==> src/rtl/code_patch_regs_if.sv <==
// Wishbone-classic register bus between the configuration master and code_patch_regs.
// wb_dat_w carries write data to the slave, wb_dat_r carries read data back.
interface code_patch_regs_if #(
  parameter int REG_ADDR_WIDTH = 8,
  parameter int DATA_WIDTH     = 32
);
  logic                      wb_cyc;
  logic                      wb_stb;
  logic                      wb_we;
  logic [REG_ADDR_WIDTH-1:0] wb_adr;
  logic [DATA_WIDTH-1:0]     wb_dat_w;
  logic [DATA_WIDTH-1:0]     wb_dat_r;
  logic                      wb_ack;
  logic                      wb_err;

  modport master (
    output wb_cyc, wb_stb, wb_we, wb_adr, wb_dat_w,
    input  wb_dat_r, wb_ack, wb_err
  );

  modport slave (
    input  wb_cyc, wb_stb, wb_we, wb_adr, wb_dat_w,
    output wb_dat_r, wb_ack, wb_err
  );
endinterface

==> src/rtl/code_patch_regs.sv <==
// Register slave for the code patch core: global config, per-entry match/substitute
// registers with enable/no-propagate bits, and saturating per-entry hit counters.
module code_patch_regs #(
  parameter int ADDR_WIDTH          = 32,
  parameter int DATA_WIDTH          = 32,
  parameter int NUM_REGS            = 8,
  parameter int SUB_REGS_DATA_WIDTH = 32,
  parameter int CNT_WIDTH           = 16,
  parameter int REG_ADDR_WIDTH      = 8
) (
  input  logic                                               clk_i,
  input  logic                                               rst_i,
  code_patch_regs_if.slave                                   wb,
  input  logic [NUM_REGS-1:0]                                patch_hit_i,
  output logic                                               cfg_pat_gen_o,
  output logic                                               cfg_addr_or_data_o,
  output logic [NUM_REGS-1:0][ADDR_WIDTH-1:0]                ctl_pat_addr_o,
  output logic [NUM_REGS-1:0][SUB_REGS_DATA_WIDTH-1:0]       ctl_pat_data_o,
  output logic [NUM_REGS-1:0]                                ctl_pat_pen_o,
  output logic [NUM_REGS-1:0]                                ctl_pat_nopg_o
);
  localparam logic [0:0] ST_IDLE = 1'b0;
  localparam logic [0:0] ST_RESP = 1'b1;

  logic [0:0]                                    state_q, state_d;
  logic                                          ack_q, ack_d;
  logic                                          err_q, err_d;
  logic [DATA_WIDTH-1:0]                         rdata_q, rdata_d;
  logic                                          gen_q, gen_d;
  logic                                          aod_q, aod_d;
  logic                                          lock_q, lock_d;
  logic [NUM_REGS-1:0]                           pen_q, pen_d;
  logic [NUM_REGS-1:0]                           nopg_q, nopg_d;
  logic [NUM_REGS-1:0][ADDR_WIDTH-1:0]           addr_q, addr_d;
  logic [NUM_REGS-1:0][SUB_REGS_DATA_WIDTH-1:0]  data_q, data_d;
  logic [NUM_REGS-1:0][CNT_WIDTH-1:0]            cnt_q, cnt_d;

  logic [REG_ADDR_WIDTH-1:0] adr_w;
  logic                      req;
  logic                      we;
  logic                      ok;
  logic                      hit_seen;
  logic [DATA_WIDTH-1:0]     rd;
  logic                      unused_adr_bits;

  assign adr_w           = {wb.wb_adr[REG_ADDR_WIDTH-1:2], 2'b00};
  assign unused_adr_bits = ^wb.wb_adr[1:0];
  assign req             = (state_q == ST_IDLE) & wb.wb_cyc & wb.wb_stb;
  assign we              = wb.wb_we;

  always_comb begin
    state_d  = ST_IDLE;
    ack_d    = 1'b0;
    err_d    = 1'b0;
    rdata_d  = '0;
    gen_d    = gen_q;
    aod_d    = aod_q;
    lock_d   = lock_q;
    pen_d    = pen_q;
    nopg_d   = nopg_q;
    addr_d   = addr_q;
    data_d   = data_q;
    cnt_d    = cnt_q;
    ok       = 1'b0;
    rd       = '0;
    hit_seen = 1'b0;

    // Only the lowest-index hit counts, mirroring the core's priority mux.
    for (int n = 0; n < NUM_REGS; n++) begin
      if (patch_hit_i[n] && !hit_seen) begin
        hit_seen = 1'b1;
        if (cnt_q[n] != {CNT_WIDTH{1'b1}}) cnt_d[n] = cnt_q[n] + CNT_WIDTH'(1);
      end
    end

    if (req) begin
      state_d = ST_RESP;
      if (adr_w == REG_ADDR_WIDTH'(0)) begin
        rd[0]  = gen_q;
        rd[1]  = aod_q;
        rd[31] = lock_q;
        ok     = !we || !lock_q;
        if (we && !lock_q) begin
          gen_d  = wb.wb_dat_w[0];
          aod_d  = wb.wb_dat_w[1];
          lock_d = wb.wb_dat_w[31];
        end
      end else if (adr_w == REG_ADDR_WIDTH'(4)) begin
        rd = DATA_WIDTH'(pen_q);
        ok = !we || !lock_q;
        if (we && !lock_q) pen_d = wb.wb_dat_w[NUM_REGS-1:0];
      end else if (adr_w == REG_ADDR_WIDTH'(8)) begin
        rd = DATA_WIDTH'(nopg_q);
        ok = !we || !lock_q;
        if (we && !lock_q) nopg_d = wb.wb_dat_w[NUM_REGS-1:0];
      end else if (adr_w == REG_ADDR_WIDTH'(12)) begin
        rd[0]    = lock_q;
        rd[15:8] = 8'(NUM_REGS);
        ok       = !we;
      end

      for (int n = 0; n < NUM_REGS; n++) begin
        if (adr_w == REG_ADDR_WIDTH'(64 + 16 * n)) begin
          rd = DATA_WIDTH'(addr_q[n]);
          ok = !we || (!lock_q && !pen_q[n]);
          if (we && !lock_q && !pen_q[n]) addr_d[n] = wb.wb_dat_w[ADDR_WIDTH-1:0];
        end else if (adr_w == REG_ADDR_WIDTH'(68 + 16 * n)) begin
          rd = DATA_WIDTH'(data_q[n]);
          ok = !we || (!lock_q && !pen_q[n]);
          if (we && !lock_q && !pen_q[n]) data_d[n] = wb.wb_dat_w[SUB_REGS_DATA_WIDTH-1:0];
        end else if (adr_w == REG_ADDR_WIDTH'(72 + 16 * n)) begin
          // A clear overrides any hit landing on the same edge.
          rd = DATA_WIDTH'(cnt_q[n]);
          ok = 1'b1;
          if (we) cnt_d[n] = '0;
        end
      end

      ack_d = ok;
      err_d = !ok;
      if (ok && !we) rdata_d = rd;
    end
  end

  always_ff @(posedge clk_i or posedge rst_i) begin
    if (rst_i) begin
      state_q <= ST_IDLE;
      ack_q   <= 1'b0;
      err_q   <= 1'b0;
      rdata_q <= '0;
      gen_q   <= 1'b0;
      aod_q   <= 1'b0;
      lock_q  <= 1'b0;
      pen_q   <= '0;
      nopg_q  <= '0;
      addr_q  <= '0;
      data_q  <= '0;
      cnt_q   <= '0;
    end else begin
      state_q <= state_d;
      ack_q   <= ack_d;
      err_q   <= err_d;
      rdata_q <= rdata_d;
      gen_q   <= gen_d;
      aod_q   <= aod_d;
      lock_q  <= lock_d;
      pen_q   <= pen_d;
      nopg_q  <= nopg_d;
      addr_q  <= addr_d;
      data_q  <= data_d;
      cnt_q   <= cnt_d;
    end
  end

  assign wb.wb_ack          = ack_q;
  assign wb.wb_err          = err_q;
  assign wb.wb_dat_r        = rdata_q;
  assign cfg_pat_gen_o      = gen_q;
  assign cfg_addr_or_data_o = aod_q;
  assign ctl_pat_pen_o      = pen_q;
  assign ctl_pat_nopg_o     = nopg_q;

  for (genvar gi = 0; gi < NUM_REGS; gi++) begin : g_entry
    assign ctl_pat_addr_o[gi] = addr_q[gi];
    assign ctl_pat_data_o[gi] = data_q[gi];
  end
endmodule
==> src/flat_wrapper.sv <==
// flat-port wrapper written by rule: the top's interface ports become plain ports
module code_patch_regs_flat 
#(
  parameter int ADDR_WIDTH          = 32,
  parameter int DATA_WIDTH          = 32,
  parameter int NUM_REGS            = 8,
  parameter int SUB_REGS_DATA_WIDTH = 32,
  parameter int CNT_WIDTH           = 16,
  parameter int REG_ADDR_WIDTH      = 8
)
  (clk_i, rst_i, patch_hit_i, cfg_pat_gen_o, cfg_addr_or_data_o, ctl_pat_addr_o, ctl_pat_data_o, ctl_pat_pen_o, ctl_pat_nopg_o, wb_wb_cyc, wb_wb_stb, wb_wb_we, wb_wb_adr, wb_wb_dat_w, wb_wb_dat_r, wb_wb_ack, wb_wb_err);
  code_patch_regs_if #(.REG_ADDR_WIDTH(REG_ADDR_WIDTH), .DATA_WIDTH(DATA_WIDTH)) wb_i ();
  input  logic clk_i;
  input  logic rst_i;
  input  logic [NUM_REGS-1:0] patch_hit_i;
  output logic cfg_pat_gen_o;
  output logic cfg_addr_or_data_o;
  output logic [NUM_REGS-1:0][ADDR_WIDTH-1:0] ctl_pat_addr_o;
  output logic [NUM_REGS-1:0][SUB_REGS_DATA_WIDTH-1:0] ctl_pat_data_o;
  output logic [NUM_REGS-1:0] ctl_pat_pen_o;
  output logic [NUM_REGS-1:0] ctl_pat_nopg_o;
  input wire logic [$bits(wb_i.wb_cyc)-1:0] wb_wb_cyc;
  input wire logic [$bits(wb_i.wb_stb)-1:0] wb_wb_stb;
  input wire logic [$bits(wb_i.wb_we)-1:0] wb_wb_we;
  input wire logic [$bits(wb_i.wb_adr)-1:0] wb_wb_adr;
  input wire logic [$bits(wb_i.wb_dat_w)-1:0] wb_wb_dat_w;
  output wire logic [$bits(wb_i.wb_dat_r)-1:0] wb_wb_dat_r;
  output wire logic [$bits(wb_i.wb_ack)-1:0] wb_wb_ack;
  output wire logic [$bits(wb_i.wb_err)-1:0] wb_wb_err;
  assign wb_i.wb_cyc = wb_wb_cyc;
  assign wb_i.wb_stb = wb_wb_stb;
  assign wb_i.wb_we = wb_wb_we;
  assign wb_i.wb_adr = wb_wb_adr;
  assign wb_i.wb_dat_w = wb_wb_dat_w;
  assign wb_wb_dat_r = wb_i.wb_dat_r;
  assign wb_wb_ack = wb_i.wb_ack;
  assign wb_wb_err = wb_i.wb_err;
  code_patch_regs #(.ADDR_WIDTH(ADDR_WIDTH), .DATA_WIDTH(DATA_WIDTH), .NUM_REGS(NUM_REGS), .SUB_REGS_DATA_WIDTH(SUB_REGS_DATA_WIDTH), .CNT_WIDTH(CNT_WIDTH), .REG_ADDR_WIDTH(REG_ADDR_WIDTH)) u_core (.clk_i(clk_i), .rst_i(rst_i), .wb(wb_i), .patch_hit_i(patch_hit_i), .cfg_pat_gen_o(cfg_pat_gen_o), .cfg_addr_or_data_o(cfg_addr_or_data_o), .ctl_pat_addr_o(ctl_pat_addr_o), .ctl_pat_data_o(ctl_pat_data_o), .ctl_pat_pen_o(ctl_pat_pen_o), .ctl_pat_nopg_o(ctl_pat_nopg_o));
endmodule
==> config.mk <==
export PLATFORM = sky130hd
export DESIGN_NAME = code_patch_regs_flat
export DESIGN_NICKNAME = d
export VERILOG_FILES = /design/src/rtl/code_patch_regs_if.sv /design/src/rtl/code_patch_regs.sv /design/src/flat_wrapper.sv
export SDC_FILE = /design/constraint.sdc
export NUM_CORES = 2
export LEC_CHECK = 0
export ABC_AREA = 1
export CORE_MARGIN = 2
export CORE_UTILIZATION = 47
export DETAILED_ROUTE_END_ITERATION = 6
export GPL_ROUTABILITY_DRIVEN = 0
export MAX_ROUTING_LAYER = met4
export PLACE_DENSITY = 0.85
export SKIP_CTS_REPAIR_TIMING = 1
export SLEW_MARGIN = 20
export SYNTH_ARGS = -nofsm -noshare
export SYNTH_HDL_FRONTEND = slang
export SYNTH_SLANG_ARGS = --single-unit
==> constraint.sdc <==
create_clock -name clk_i -period 20.3 [get_ports clk_i]
set_input_delay 2.03 -clock clk_i [delete_from_list [all_inputs] [get_ports clk_i]]
set_output_delay 2.03 -clock clk_i [all_outputs]
set_load 0.1 [all_outputs]
* After elaboration in Yosys (flattened, before gate mapping)
Index checks and enable logic that the tools add are counted.
** Storage, ports and cells
- Register bits :: 694
- Input port bits :: 53
- Output and inout port bits :: 564
- Logic and storage cells :: 284
** Operators by class
- Add/subtract/negate cells :: 8
- Equal/unequal tests :: 35
- Mux-type cells :: 123
- Bitwise gates (word level) :: 13
- Reduce and logical (&&, ||, !) cells :: 72
** Operators with widths (number)
- 32-bit two-way mux :: 26
- 16-bit two-way mux :: 49
- 16-bit by 1-bit adder with 16-bit output (second input constant) :: 8
- 128-bit two-way mux :: 1
- 16-bit != test (second input constant) :: 8
- 6-bit by 5-bit equality test with 1-bit output (second input constant) :: 12
- 6-bit equality test (second input constant) :: 12
- 1-bit two-way mux :: 42
- 4-bit AND reduction :: 9
- 29-bit two-way mux :: 1
- 3-bit AND reduction :: 9
- 1-bit logical AND :: 25
- 1-bit zero test :: 18
- 6-bit by 2-bit equality test with 1-bit output (second input constant) :: 2
- 1-bit inverter :: 11
- 1-bit logical OR :: 9
- 8-bit zero test :: 1
- 4-bit two-way mux :: 2
- 7-bit two-way mux :: 1
- 6-bit by 1-bit equality test with 1-bit output (second input constant) :: 1
- 5-bit AND reduction :: 1
- 1-bit AND :: 2
- 2-bit two-way mux :: 1

* Logic depth before layout (Yosys ltp)
- Depth in word-level cells :: 33
- Gate-level depth with buffers :: 26
- Gate-level depth less buffers :: 24

* Worst setup path after synthesis
No wires, ideal clock.
- Kind :: in2reg
- From :: input wb_wb_adr[3]
- To :: register u_core.rdata_q[16] (netlist: u_core.wb.wb_dat_r[16])
- Setup time :: 128 ps
- Arrival :: 3748 ps
- Data required time :: 20172 ps
- Setup slack :: 16424 ps
- Stages on the path :: 21
- Buffers on the path :: 1
- Path through :: nor2_2 -> nand2_2 -> nor2_4 -> inv_2 -> nand2_4 -> o211ai_1 -> nand2_1 -> nand2_1 -> nand2_1 -> nand2_1 -> nand2_1 -> nand2_1 -> nand2_1 -> nand2_1 -> nand2_1 -> nand2_1 -> nand2_1 -> nand2_2 -> nand4_4 -> buf_6 -> nor2_2
** Between the ends
- Cells in the longest elaborated chain, start to end :: 33
- Elaborated cells on any way between the ends :: 84
- Classes of those cells :: 27 x eq/ne; 55 x mux; 2 x reduce/logical
** RTL lines
- start, declared :: RTL line flat_wrapper.sv:25 : input wire logic [$bits(wb_i.wb_adr)-1:0] wb_wb_adr;
- 6-bit by 2-bit equality test with 1-bit output :: RTL line code_patch_regs.sv:96 : end else if (adr_w == REG_ADDR_WIDTH'(12)) begin
- 1-bit two-way mux :: RTL line code_patch_regs.sv:96
- 1-bit two-way mux :: RTL line code_patch_regs.sv:92 : end else if (adr_w == REG_ADDR_WIDTH'(8)) begin
- 1-bit two-way mux :: RTL line code_patch_regs.sv:88 : end else if (adr_w == REG_ADDR_WIDTH'(4)) begin
- 1-bit two-way mux :: RTL line code_patch_regs.sv:78 : if (adr_w == REG_ADDR_WIDTH'(0)) begin
- 1-bit two-way mux :: RTL line code_patch_regs.sv:111 : end else if (adr_w == REG_ADDR_WIDTH'(72 + 16 * n)) begin
- 1-bit two-way mux :: RTL line code_patch_regs.sv:107 : end else if (adr_w == REG_ADDR_WIDTH'(68 + 16 * n)) begin
- 1-bit two-way mux :: RTL line code_patch_regs.sv:103 : if (adr_w == REG_ADDR_WIDTH'(64 + 16 * n)) begin
- (+18 left out)
- 1-bit two-way mux :: RTL line code_patch_regs.sv:111
- 1-bit two-way mux :: RTL line code_patch_regs.sv:107
- 1-bit two-way mux :: RTL line code_patch_regs.sv:103
- 1-bit two-way mux :: RTL line code_patch_regs.sv:76 : if (req) begin
- 1-bit logical AND :: RTL line code_patch_regs.sv:121 : if (ok && !we) rdata_d = rd;
- 32-bit two-way mux (*) :: RTL line code_patch_regs.sv:121
- 32-bit two-way mux (*) :: RTL line code_patch_regs.sv:76
- named net u_core.rdata_d[16] :: RTL line code_patch_regs.sv:28 : logic [DATA_WIDTH-1:0] rdata_q, rdata_d;
- end signal, assigned :: RTL line code_patch_regs.sv:143 : rdata_q <= rdata_d;
- end, declared :: RTL line code_patch_regs.sv:28
The timed path passes the listed nets; every way through them passes the cells marked *. The select of a mux whose other input is x is not followed.
A chain may end at the register's enable or synchronous reset.

* Worst setup path after layout
- From :: input wb_wb_adr[2]
- To :: register u_core.rdata_q[26] (netlist: u_core.wb.wb_dat_r[26])
Same word-level chain as after synthesis.

==> run summary <==
Yosys cell types -> 47
Slew Limit Fails -> 0
H-tree Lvls -> 3
dpl ws -> 14270 ps
Layout area overhead -> 29.49%
Max FO, Critical Path -> 32
type of the most critical hold path -> reg -> reg
critical path's slowest cell -> nand4_4
total die area -> 69590 um^2
Inst Count DP -> 5082
DRC -> 0
Slowest Stage Delay on Critical Path -> 630 ps
first-pass GRT wire length -> 185100 um
CP most frequent cell -> nand2_1
r2r endpoint -> u_core.ctl_pat_data_o[226]
CTS sink cnt -> 694
fin cells -> 5223
Die Ht -> 263.8 um
Fillers -> 5400
Pleak -> 18.63 nW
worst setup margin -> 14810 ps
vias in the first global route -> 29660
core area -> 67040 um^2
vias -> 31310
worst slew pin tran -> 1183 ps
largest net degree at the start of global routing -> 189
total track usage -> 0.3600
Mapped Area -> 31720 um^2
asr flop ratio synth -> 1.000
number of synthesized flops with an enable pin -> 0
final wirelength -> 124800 um
CP Cell Sequence -> clkdlybuf4s50_1 -> nand2_1 -> nor2_1 -> inv_2 -> nor2_4 -> inv_2 -> nand2_2 -> nor2_1 -> nand2_1 -> nand2_1 -> nand2_1 -> nand2_1 -> nand2_1 -> nand2_1 -> nand2_1 -> nand2_1 -> nand2_2 -> nand4_4 -> nor2_1
Critical Path AT -> 6010 ps
Synthesis Warnings -> 0
# IOs -> 617
Site Rows -> 95
ANT nets after route -> 0
area of the multi-input gates -> 12900 um^2
Tmin final -> 5493 ps
Mapped Nets -> 3837
sequential area share after synthesis -> 0.5474
RR Startpoint -> u_core.state_q
CTS max path bufs -> 3
Initial Util -> 0.4732
total CTS buffers -> 73
Mean Syn Cell Area -> 8.401 um^2
status -> complete, no violations
Yosys reg bits -> 694
worst reg2reg path depth -> 8
final net count -> 4347
IR drop worst, VDD -> 0.00005523 V
crit path launch type -> input port
ys flop type -> dfrtp_1
IO Port Bufs -> 614
maxcap violations -> 0
Cell Pwr Density -> 76.40 nW/um^2
worst min-delay path startpoint -> u_core.state_q
Final period util -> 0.2706
DR pass1 iterations -> 6
final hold viol count -> 0
hold depth -> 1
DR vias/cell -> 5.995
initial antenna violation count -> 7
Remaining Overflow, GRT -> 0
fmax -> 182.0 MHz
Fin Setup TNS -> 0 ps
critical path class -> in -> reg
Worst slew margin -> 0.2092
Chip Width -> 263.8 um
RSZ-0062 raised after global routing -> false
DP Wirelength -> 86650 um
FF+latch area -> 17370 um^2
Synth Instances -> 3776
Worst Path Buf+Inv -> 3
CP Capture Type -> flip-flop
required time of the worst setup path -> 20820 ps
cell chosen for the clock root -> clkbuf_16
Iteration-0 DRC Markers -> 4084
delay-heaviest family, CP -> simple AND/OR/NAND/NOR gates
layout cells sized above 1 -> 0.06008
Hold Path End -> u_core.state_q
Reg clk slew, reported paths -> 60 ps
TritonCTS clock tree -> done
WL per Instance -> 23.90 um
clock skew -> 26.10 ps
Reg2Reg Setup Slack -> 16960 ps
clk_lat worst skew -> 630 ps
# setup viols final -> 0
## power breakdown
part	total, mW	switching (mW)	internal, mW	leakage [nW]
combinational	0.245	0.177	0.0682	7.92
sequential	1.47	0.0447	1.42	9.46
clock	1.42	0.588	0.836	1.26
total	3.14	0.810	2.33	18.6
## flip-flops by register name, summed over array words and instances, names as in the netlist
signal,cells
u_core.cfg_addr_or_data_o,1
u_core.cfg_pat_gen_o,1
u_core.cnt_q,128
u_core.ctl_pat_addr_o,256
u_core.ctl_pat_data_o,256
u_core.state_q,1
u_core.ctl_pat_pen_o,8
u_core.wb.wb_dat_r,32
u_core.ctl_pat_nopg_o,8
u_core.wb.wb_ack,1
u_core.wb.wb_err,1
u_core.lock_q,1
## worst max-delay path by stage
stage	startpoint	to	slack, ps	cells past startpoint
after CTS	wb_wb_adr[2]	u_core.wb.wb_dat_r[26]	14900	19
after detailed placement	rst_i	u_core.ctl_pat_data_o[181]	14270	5
after global routing	wb_wb_adr[2]	u_core.wb.wb_dat_r[25]	14580	19
after global placement	rst_i	u_core.ctl_pat_addr_o[181]	14310	5
after floorplan	rst_i	u_core.cfg_addr_or_data_o	8770	1
final	wb_wb_adr[2]	u_core.wb.wb_dat_r[26]	14810	19
## cell families after synthesis
| logic type | share of synthesized area |
|---|---|
| simple gates | 0.2045 |
| fa+ha+maj | 0.003155 |
| xor+xnor | 0.01960 |
| buf+inv | 0.04993 |
| flops | 0.5474 |
| compound gates | 0.1753 |
## metal layers
metal / global-route usage / part of all wire
met2: 0.5602 / 0.47
met4: 0.2059 / 0.065
met3: 0.09275 / 0.11
met5: - / 0
met1: 0.4260 / 0.36
## cells in the final DEF, fill, tap and decap left out, types with 22 or more instances in the layout
cell             instances
nand3_1                 86
clkdlybuf4s50_1        607
buf_4                   26
clkbuf_16               75
inv_1                  176
nand2_1               1011
nor2_2                  36
inv_2                   24
xor2_1                  52
a21oi_1                170
o21ai_0                590
nand4_1                 22
dfrtp_1                694
a22o_1                  38
a22oi_1                 23
o22ai_1                122
nor2_1                 295
nor3_1                  62
## area by class of cell
cell class                      count  area share
Multi-Input combinational cell   2672      0.3140
Timing Repair Buffer              641      0.1553
Clock inverter                     27    0.008589
Antenna cell                        6   0.0003655
Sequential cell                   694      0.4228
Inverter                          204     0.01873
Tap cell                          873     0.02659
Clock buffer                      106     0.05364
## Yosys cell counts, types with 2 or more instances
| cell | number | area, um^2 |
|---|---|---|
| nand2_1 | 1027 | 3855 |
| dfrtp_1 | 694 | 17370 |
| o21ai_0 | 590 | 2953 |
| nor2_1 | 300 | 1126 |
| clkbuf_1 | 185 | 694.4 |
| inv_1 | 177 | 664.4 |
| a21oi_1 | 170 | 850.8 |
| o22ai_1 | 122 | 763.2 |
| nand3_1 | 86 | 430.4 |
| nor3_1 | 63 | 315.3 |
| xor2_1 | 52 | 455.4 |
| a22o_1 | 38 | 332.8 |
| nor2_2 | 31 | 193.9 |
| inv_2 | 24 | 90.09 |
| a22oi_1 | 23 | 172.7 |
| nand4_1 | 22 | 137.6 |
| nor4_1 | 19 | 118.9 |
| xnor2_1 | 19 | 166.4 |
| a221oi_1 | 16 | 140.1 |
| o21ai_1 | 11 | 55.05 |
| a211oi_1 | 10 | 75.07 |
| buf_2 | 9 | 45.04 |
| nor2_4 | 9 | 101.4 |
| ha_1 | 8 | 100.1 |
| o211ai_1 | 8 | 60.06 |
| a21o_1 | 7 | 52.55 |
| buf_1 | 7 | 26.28 |
| nand2_2 | 7 | 43.79 |
| a31oi_1 | 5 | 31.28 |
| and3_1 | 4 | 25.02 |
| buf_6 | 4 | 45.04 |
| nor3b_1 | 4 | 30.03 |
| or2_2 | 4 | 25.02 |
| clkinv_1 | 3 | 11.26 |
| a311oi_1 | 2 | 17.52 |
| nand3b_1 | 2 | 15.01 |
| nor3_2 | 2 | 20.02 |
| o21a_1 | 2 | 15.01 |
| o21bai_1 | 2 | 15.01 |
## through the flow
stage	hold slack, ps	utilization	total power [mW]	instance area [um^2]
after floorplan	428.4	-	1.644	31730
after global placement	440.6	0.5729	1.720	38410
after detailed placement	458.1	0.5729	1.730	38410
after CTS	466.1	0.6111	3.135	40970
after global routing	476.7	0.6127	3.226	41080
final	475.9	0.6127	3.138	41080
No activity file was read; power rests on OpenSTA's default activity.
